File: config.mk
export PLATFORM = sky130hd
export DESIGN_NAME = modport_fifo
export DESIGN_NICKNAME = d
export VERILOG_FILES = /design/src/rtl/modport_fifo.sv
export SDC_FILE = /design/constraint.sdc
export NUM_CORES = 1
export LEC_CHECK = 0
export ABC_CLOCK_PERIOD_IN_PS = 3300
export BUFFER_PORTS_ARGS = -buffer_cell sky130_fd_sc_hd__buf_2
export CAP_MARGIN = 0
export CORE_MARGIN = 3
export CORE_UTILIZATION = 40
export CTS_CLUSTER_DIAMETER = 200
export DETAILED_ROUTE_END_ITERATION = 7
export SKIP_CTS_REPAIR_TIMING = 1
export SLEW_MARGIN = 5
export SYNTH_ARGS = -nofsm -noshare
export SYNTH_HDL_FRONTEND = slang
export SYNTH_SLANG_ARGS = --single-unit
File: constraint.sdc
create_clock -name clk -period 3.3 [get_ports clk]
set_clock_uncertainty 0.15 [all_clocks]
set_input_delay 0.165 -clock clk [delete_from_list [all_inputs] [get_ports clk]]
set_output_delay 0.165 -clock clk [all_outputs]
set_load 0.05 [all_outputs]
File: src/rtl/modport_fifo.sv
// Single-clock synchronous FIFO with registered read data.
// Illegal accesses are dropped and flagged in the same cycle.
module modport_fifo #(
    parameter int DATA_WIDTH          = 8,
    parameter int DEPTH               = 16,
    parameter int ALMOST_FULL_THRESH  = 14,
    parameter int ALMOST_EMPTY_THRESH = 2
) (
    input  logic                  clk,
    input  logic                  rst,
    input  logic                  wr_en,
    input  logic [DATA_WIDTH-1:0] data_in,
    input  logic                  rd_en,
    output logic [DATA_WIDTH-1:0] data_out,
    output logic                  fifo_full,
    output logic                  fifo_empty,
    output logic                  fifo_overflow,
    output logic                  fifo_underflow,
    output logic                  fifo_almost_full,
    output logic                  fifo_almost_empty
);

    localparam int AW = $clog2(DEPTH);
    localparam logic [AW:0] FULL_COUNT = (AW+1)'(DEPTH);
    localparam logic [AW:0] AF_COUNT   = (AW+1)'(ALMOST_FULL_THRESH);
    localparam logic [AW:0] AE_COUNT   = (AW+1)'(ALMOST_EMPTY_THRESH);

    logic [DATA_WIDTH-1:0] mem [DEPTH];
    logic [AW-1:0]         wr_ptr;
    logic [AW-1:0]         rd_ptr;
    logic [AW:0]           count;
    logic                  wr_accept;
    logic                  rd_accept;

    // Flags come from the registered count, but reset forces the idle view at once.
    assign fifo_full         = ~rst & (count == FULL_COUNT);
    assign fifo_empty        = rst | (count == '0);
    assign fifo_almost_full  = ~rst & (count >= AF_COUNT);
    assign fifo_almost_empty = rst | (count <= AE_COUNT);

    assign fifo_overflow  = wr_en & fifo_full & ~rst;
    assign fifo_underflow = rd_en & fifo_empty & ~rst;

    assign wr_accept = wr_en & ~rst & (count != FULL_COUNT);
    assign rd_accept = rd_en & ~rst & (count != '0);

    always_ff @(posedge clk) begin
        if (wr_accept) begin
            mem[wr_ptr] <= data_in;
        end
    end

    always_ff @(posedge clk) begin
        if (rst) begin
            wr_ptr   <= '0;
            rd_ptr   <= '0;
            count    <= '0;
            data_out <= '0;
        end else begin
            if (wr_accept) begin
                wr_ptr <= wr_ptr + AW'(1);
            end
            if (rd_accept) begin
                data_out <= mem[rd_ptr];
                rd_ptr   <= rd_ptr + AW'(1);
            end
            case ({wr_accept, rd_accept})
                2'b10:   count <= count + (AW+1)'(1);
                2'b01:   count <= count - (AW+1)'(1);
                default: count <= count;
            endcase
        end
    end

endmodule

# Yosys cells after proc, flatten, opt, wreduce, memory -nomap -nowiden
# Memory sizes are Yosys's and may differ from the RTL's. A register that Yosys moved wholly into a read port is not among the register bits.
# Index checks and enable logic that the tools add are counted.
[word_totals]
n_memories = 1
elab_cells = 33
register_bits = 13
out_inout_bits = 14
ram_bits = 128
inputBits = 12
[memory_table]
columns = ["memory", "depth", "word_bits", "rd", "rd_ports_with_merged_regs", "wr", "line_no", "text"]
rows = [
  ["mem", 16, 8, 1, 1, 1, "28", "logic [DATA_WIDTH-1:0] mem [DEPTH];"],
]
[op_classes]
muxes = 3
n_lt_le_gt_ge = 2
n_eq_ne = 4
add_sub_neg = 4
reduce_logical = 3
bitwise_logic = 13
[op_table]
columns = ["cell", "n"]
rows = [
  ["$and A1 B1 Y1", 10],
  ["$pmux W5 S2", 1],
  ["$add A4 B1 Y4 const B", 2],
  ["$add A5 B1 Y5 const B", 1],
  ["$eq A5 B5 Y1 const B", 1],
  ["$ge A5 B4 Y1 const B", 1],
  ["$le A5 B2 Y1 const B", 1],
  ["$logic_not A5 Y1", 1],
  ["$ne A5 B5 Y1 const B", 1],
  ["$reduce_bool A5 Y1", 1],
  ["$sub A5 B1 Y5 const B", 1],
  ["$eq A2 B1 Y1 const B", 1],
  ["$eq A2 B2 Y1 const B", 1],
  ["$mux W1", 2],
  ["$or A1 B1 Y1", 2],
  ["$reduce_bool A2 Y1", 1],
  ["$not A1 Y1", 1],
]

# Depth between registers and ports, before layout
[depth]
depth_word = 5
mapped_depth = 12
depth_no_buf = 10

# Worst setup path after synthesis
# No wires, ideal clock.
[synth_timing]
path_type = "reg-to-reg"
start = "register count[1]"
end = "register count[4]"
arrival_time_ns = 2.767
synth_period_minus_slack_ns = 3.037
slack_ns = 0.263
path_stages_with_launch = 13
setup_time_ns = 0.121
t_required_ns = 3.029
path_buffers = 2
cell_sequence = "dfxtp_1 buf_6 nor4_1 a21oi_2 inv_1 ha_1 clkbuf_1 xor2_1 ha_1 a21oi_1 a32oi_1 a31oi_1 mux2_2"
[synth_via]
elab_chain_cells = 4
elab_cells_between_ends = 10
cone_classes = "add/sub: 2; eq/ne: 3; mux: 1; bitwise: 2; reduce/logical: 2"
[synth_lines]
columns = ["item", "line_no", "text"]
rows = [
  ["start: declaration", "31", "logic [AW:0] count;"],
  ["start signal: assignment", "68", "2'b10: count <= count + (AW+1)'(1);"],
  ["start signal: assignment", "69", "2'b01: count <= count - (AW+1)'(1);"],
  ["start signal: assignment", "70", "default: count <= count;"],
  ["$ne A5 B5 Y1 or $reduce_bool A5 Y1 (tied branches)", "44, 45", ""],
  ["$and A1 B1 Y1, on equally long branches", "44, 45", ""],
  ["$eq A2 B1 Y1 or $eq A2 B2 Y1 (tied branches)", "67", "case ({wr_accept, rd_accept})"],
  ["$pmux W5 S2 or $reduce_bool A2 Y1 (tied branches)", "--", ""],
]
# Parallel ways exist; a longest one is shown, timed or not.
# A chain may end at the register's enable or synchronous reset.

# Worst setup path in the final report
[layout_timing]
start = "register count[2]"
end = "register count[4]"
[layout_via]
elab_chain_cells = 4
elab_cells_between_ends = 10
cone_classes = "add/sub: 2; eq/ne: 3; mux: 1; bitwise: 2; reduce/logical: 2"
[layout_lines]
columns = ["item", "line_no", "text"]
rows = [
  ["$reduce_bool A5 Y1 *", "45", "assign rd_accept = rd_en & ~rst & (count != '0);"],
  ["$and A1 B1 Y1 *", "45", ""],
  ["via rd_accept", "33", "logic rd_accept;"],
  ["$eq A2 B1 Y1 or $eq A2 B2 Y1 (tied branches)", "67", ""],
  ["$pmux W5 S2 or $reduce_bool A2 Y1 (tied branches)", "--", ""],
]
# Mark *: on every way through the listed nets, which the timed path passes. The rest lies on a longest branch.

==> flow_metrics.py <==
metrics = {
    "layout": {
        "multi_input_area_sq_um": 1658,
        "regArea_sq_um": 4265,
        "syn_to_final_growth_pct": 17.19,
        "finalInstanceArea_sq_um": 7104,
        "drive_gt1_share_pct": 29.88,
        "final_common_cell": "edfxtp_1",
        "final_cell_mix": "128 x edfxtp_1, 32 x mux4_2, 25 x nor2_1, 25 x buf_2, 23 x buf_4",
        "fin_nets": 413,
        "layoutNonFillerInstCount": 589,
        "diodes": 0,
        "fillers": 1228,
    },
    "clock_tree": {
        "cts_inserted_buffers": 17,
        "root_buffer": "clkbuf_16",
        "clock_latency_ps": 420,
        "clk_pin_slew_ps": 60,
        "clock-sinks": 149,
        "cts_buffer_depth": 2,
        "tritoncts": "built",
        "htree_levels": 4,
    },
    "synth": {
        "synth_nets": 361,
        "synthSimpleGateAreaFrac_pct": 5.759,
        "synth_ff_type": "edfxtp_1",
        "synthCells": 341,
        "synthMuxAreaShare_pct": 15.07,
        "synth_top_family_by_area": "multiplexers",
        "synth_area_sq_um": 6062,
        "seq_area_frac_synth_pct": 70.34,
        "ys_types": 45,
        "async_flop_share_pct": 0,
        "synth_xor_area_share_pct": 1.300,
        "synth-adder-area-share_pct": 1.651,
        "postSynthAreaPerCell_sq_um": 17.78,
        "yosys_warnings": 0,
        "synth_edf_count": 128,
        "postSynthRegisterBits": 149,
        "synth_compound_area_share_pct": 3.571,
    },
    "floorplanning": {
        "fp.dieW_um": 129.1,
        "die_area_sq_um": 16670,
        "ios": 26,
        "num_rows": 44,
        "core_area_sq_um": 14700,
        "start_util_pct": 41.24,
        "fp.dieH_um": 129.1,
    },
    "power": {
        "p_leak_nw": 2.325,
        "powerDensity_nw_per_um2": 597.0,
        "ir_drop_mv": 0.6058,
    },
    "timing": {
        "grt_setup_unrepaired": "false",
        "setup_viol": 0,
        "hold_viol": 14,
        "fin_crit_sh_pct": 92.53,
        "slew_headroom_pct": 63.41,
        "finalMaxSlewViolations": 0,
        "fin_setup_tns_ps": 0,
        "fin_hold_ws_ps": -7.025,
        "worst_pin_slew_ps": 548.0,
        "timing.fmax_ghz": 0.3275,
        "layout_min_cycle_time_ps": 3053,
    },
    "global_route": {
        "grt_pass1_vias": 3205,
        "met3_usage_pct": 4.534,
        "grt_usage_pct": 15.44,
        "gr-max-usage-layer": "met2",
        "antenna_found_initial": 0,
        "grt_pass1_wl_mm": 18.58,
        "overflow": 0,
        "grtUsageMet1_pct": 21.33,
        "grt_max_degree": 35,
        "use_met2_pct": 24.09,
    },
    "critical_path": {
        "crit_start": "count[2]",
        "arrival_ps": 3210,
        "max_stage_delay_ps": 560,
        "path_max_fanout": 12,
        "crit_top_cell": "ha_1",
        "cp-start-kind": "flip-flop",
        "reg2reg_from": "count[2]",
        "regToRegSetupSlack_ps": 250,
        "critPathRequiredTime_ps": 3450,
        "cp-end-kind": "flip-flop",
        "timing.rr.end": "count[4]",
        "crit_chain": "or4_4, o21ai_4, inv_2, ha_1, xor2_1, ha_1, a21oi_1, a32oi_1, a31oi_1, mux2_2",
        "reg2reg_depth": 10,
        "cpMaxStageDelayCell": "or4_4",
        "path_class": "flip-flop to flip-flop",
    },
    "routing": {
        "drc": 0,
        "drtAntennaViolNets": 0,
        "wl_mm": 11.87,
        "dr.pass1.iters": 5,
        "num_vias": 3159,
        "post_drt_wl_per_cell_um": 20.15,
        "drt_first_iter_violations": 212,
        "vias_per_cell": 5.363,
    },
    "hold_path": {
        "whs_path_depth": 1,
        "min_from": "data_in[0]",
        "min_path_type": "primary input to flip-flop",
        "hold_path_end": "mem[12][0]",
    },
    "placement": {
        "place_congestion": 0.7491,
        "portBuffers": 25,
        "dp_cells": 551,
        "dpl_cell_area_sq_um": 6477,
        "dp_hpwl_mm": 7.257,
    },
    "flow_run": {
        "cap_viol_max_count": 0,
    },
    "status": {
        "outcome": "finished, violations left",
        "failed_checks": "hold timing",
    },
}
[logic make-up (layout without fill, tap and decap cells)]
logic type | after synthesis | in the layout
flip-flops | 149 | 149
AND/OR/NAND/NOR | 67 | 67
multiplexers | 51 | 51
buffers and inverters | 29 | 93
AO/OA/AOI/OAI | 28 | 28
XOR/XNOR | 9 | 9
adder cells (fa/ha/maj) | 8 | 8
[cell type report]
cell class | instances | share of cell area [%]
clock buffer | 18 | 6.041
clock inverter | 13 | 1.796
inverter | 7 | 0.3698
multi-input combinational | 163 | 23.34
sequential | 149 | 60.04
tap | 184 | 3.241
timing repair buffer | 55 | 5.178
[state kept, by name, indices dropped and copies added (netlist names)]
register,flops
mem,128
rd_ptr,4
data_out,8
wr_ptr,4
count,5
[cell usage after synthesis (2+ instances only)]
master / instances / share of area (%)
edfxtp_1: 128 / 63
mux4_2: 32 / 12
nor2_1: 25 / 1.5
dfxtp_1: 21 / 6.9
mux2i_1: 17 / 2.8
clkbuf_1: 10 / 0.62
nand3b_1: 10 / 1.2
nand2_1: 9 / 0.56
ha_1: 8 / 1.7
o221ai_1: 8 / 1.2
buf_2: 7 / 0.58
inv_1: 6 / 0.37
nor3_1: 5 / 0.41
xor2_1: 5 / 0.72
a21oi_1: 4 / 0.33
nand2b_1: 4 / 0.41
xnor2_1: 4 / 0.58
nand3_1: 3 / 0.25
a21o_1: 2 / 0.25
a31oi_1: 2 / 0.21
buf_4: 2 / 0.25
buf_6: 2 / 0.37
mux2_2: 2 / 0.37
nor2b_1: 2 / 0.21
o21ai_0: 2 / 0.17
or3_1: 2 / 0.21
[critical path: cells and delay by family, from the launching register on]
family          cells  cell delay [ps]
compound gates      4              720
xor+xnor            1              180
fa+ha+maj           2              480
buf+inv             1               90
flops               1              410
mux                 1              350
simple gates        1              560
[power by group]
| part | switching [mW] | internal (mW) | leakage (nW) |
|---|---|---|---|
| clock network | 0.766 | 1.04 | 0.264 |
| registers | 0.0353 | 2.08 | 1.32 |
| logic | 0.201 | 0.119 | 0.737 |
| total | 1.00 | 3.24 | 2.33 |
[per-layer routing]
metal,vias up,routed length (um)
met5,-,0
met4,0,81
met3,6,651
met2,94,5763
met1,1612,5373
li1,1447,-
[metrics by stage]
| stage | setup WS (ps) | power (mW) | util (%) |
|---|---|---|---|
| final | 246.6 | 4.241 | 48.33 |
| after global routing | 53.93 | 4.402 | 48.33 |
| after CTS | 249.6 | 4.272 | 47.86 |
| after detailed placement | 281.0 | 2.467 | 44.07 |
| after global placement | 355.3 | 2.459 | 44.07 |
| after floorplan | 262.7 | 2.370 | - |
[how the worst max path moves through the flow]
stage | endpoint | slack (ps)
6_report | count[4] | 250
5_1_grt | count[4] | 50
4_1_cts | count[4] | 250
3_5_place_dp | count[4] | 280
3_3_place_gp | count[4] | 360
2_1_floorplan | count[4] | 260
Power figures use the tool's default switching activity.
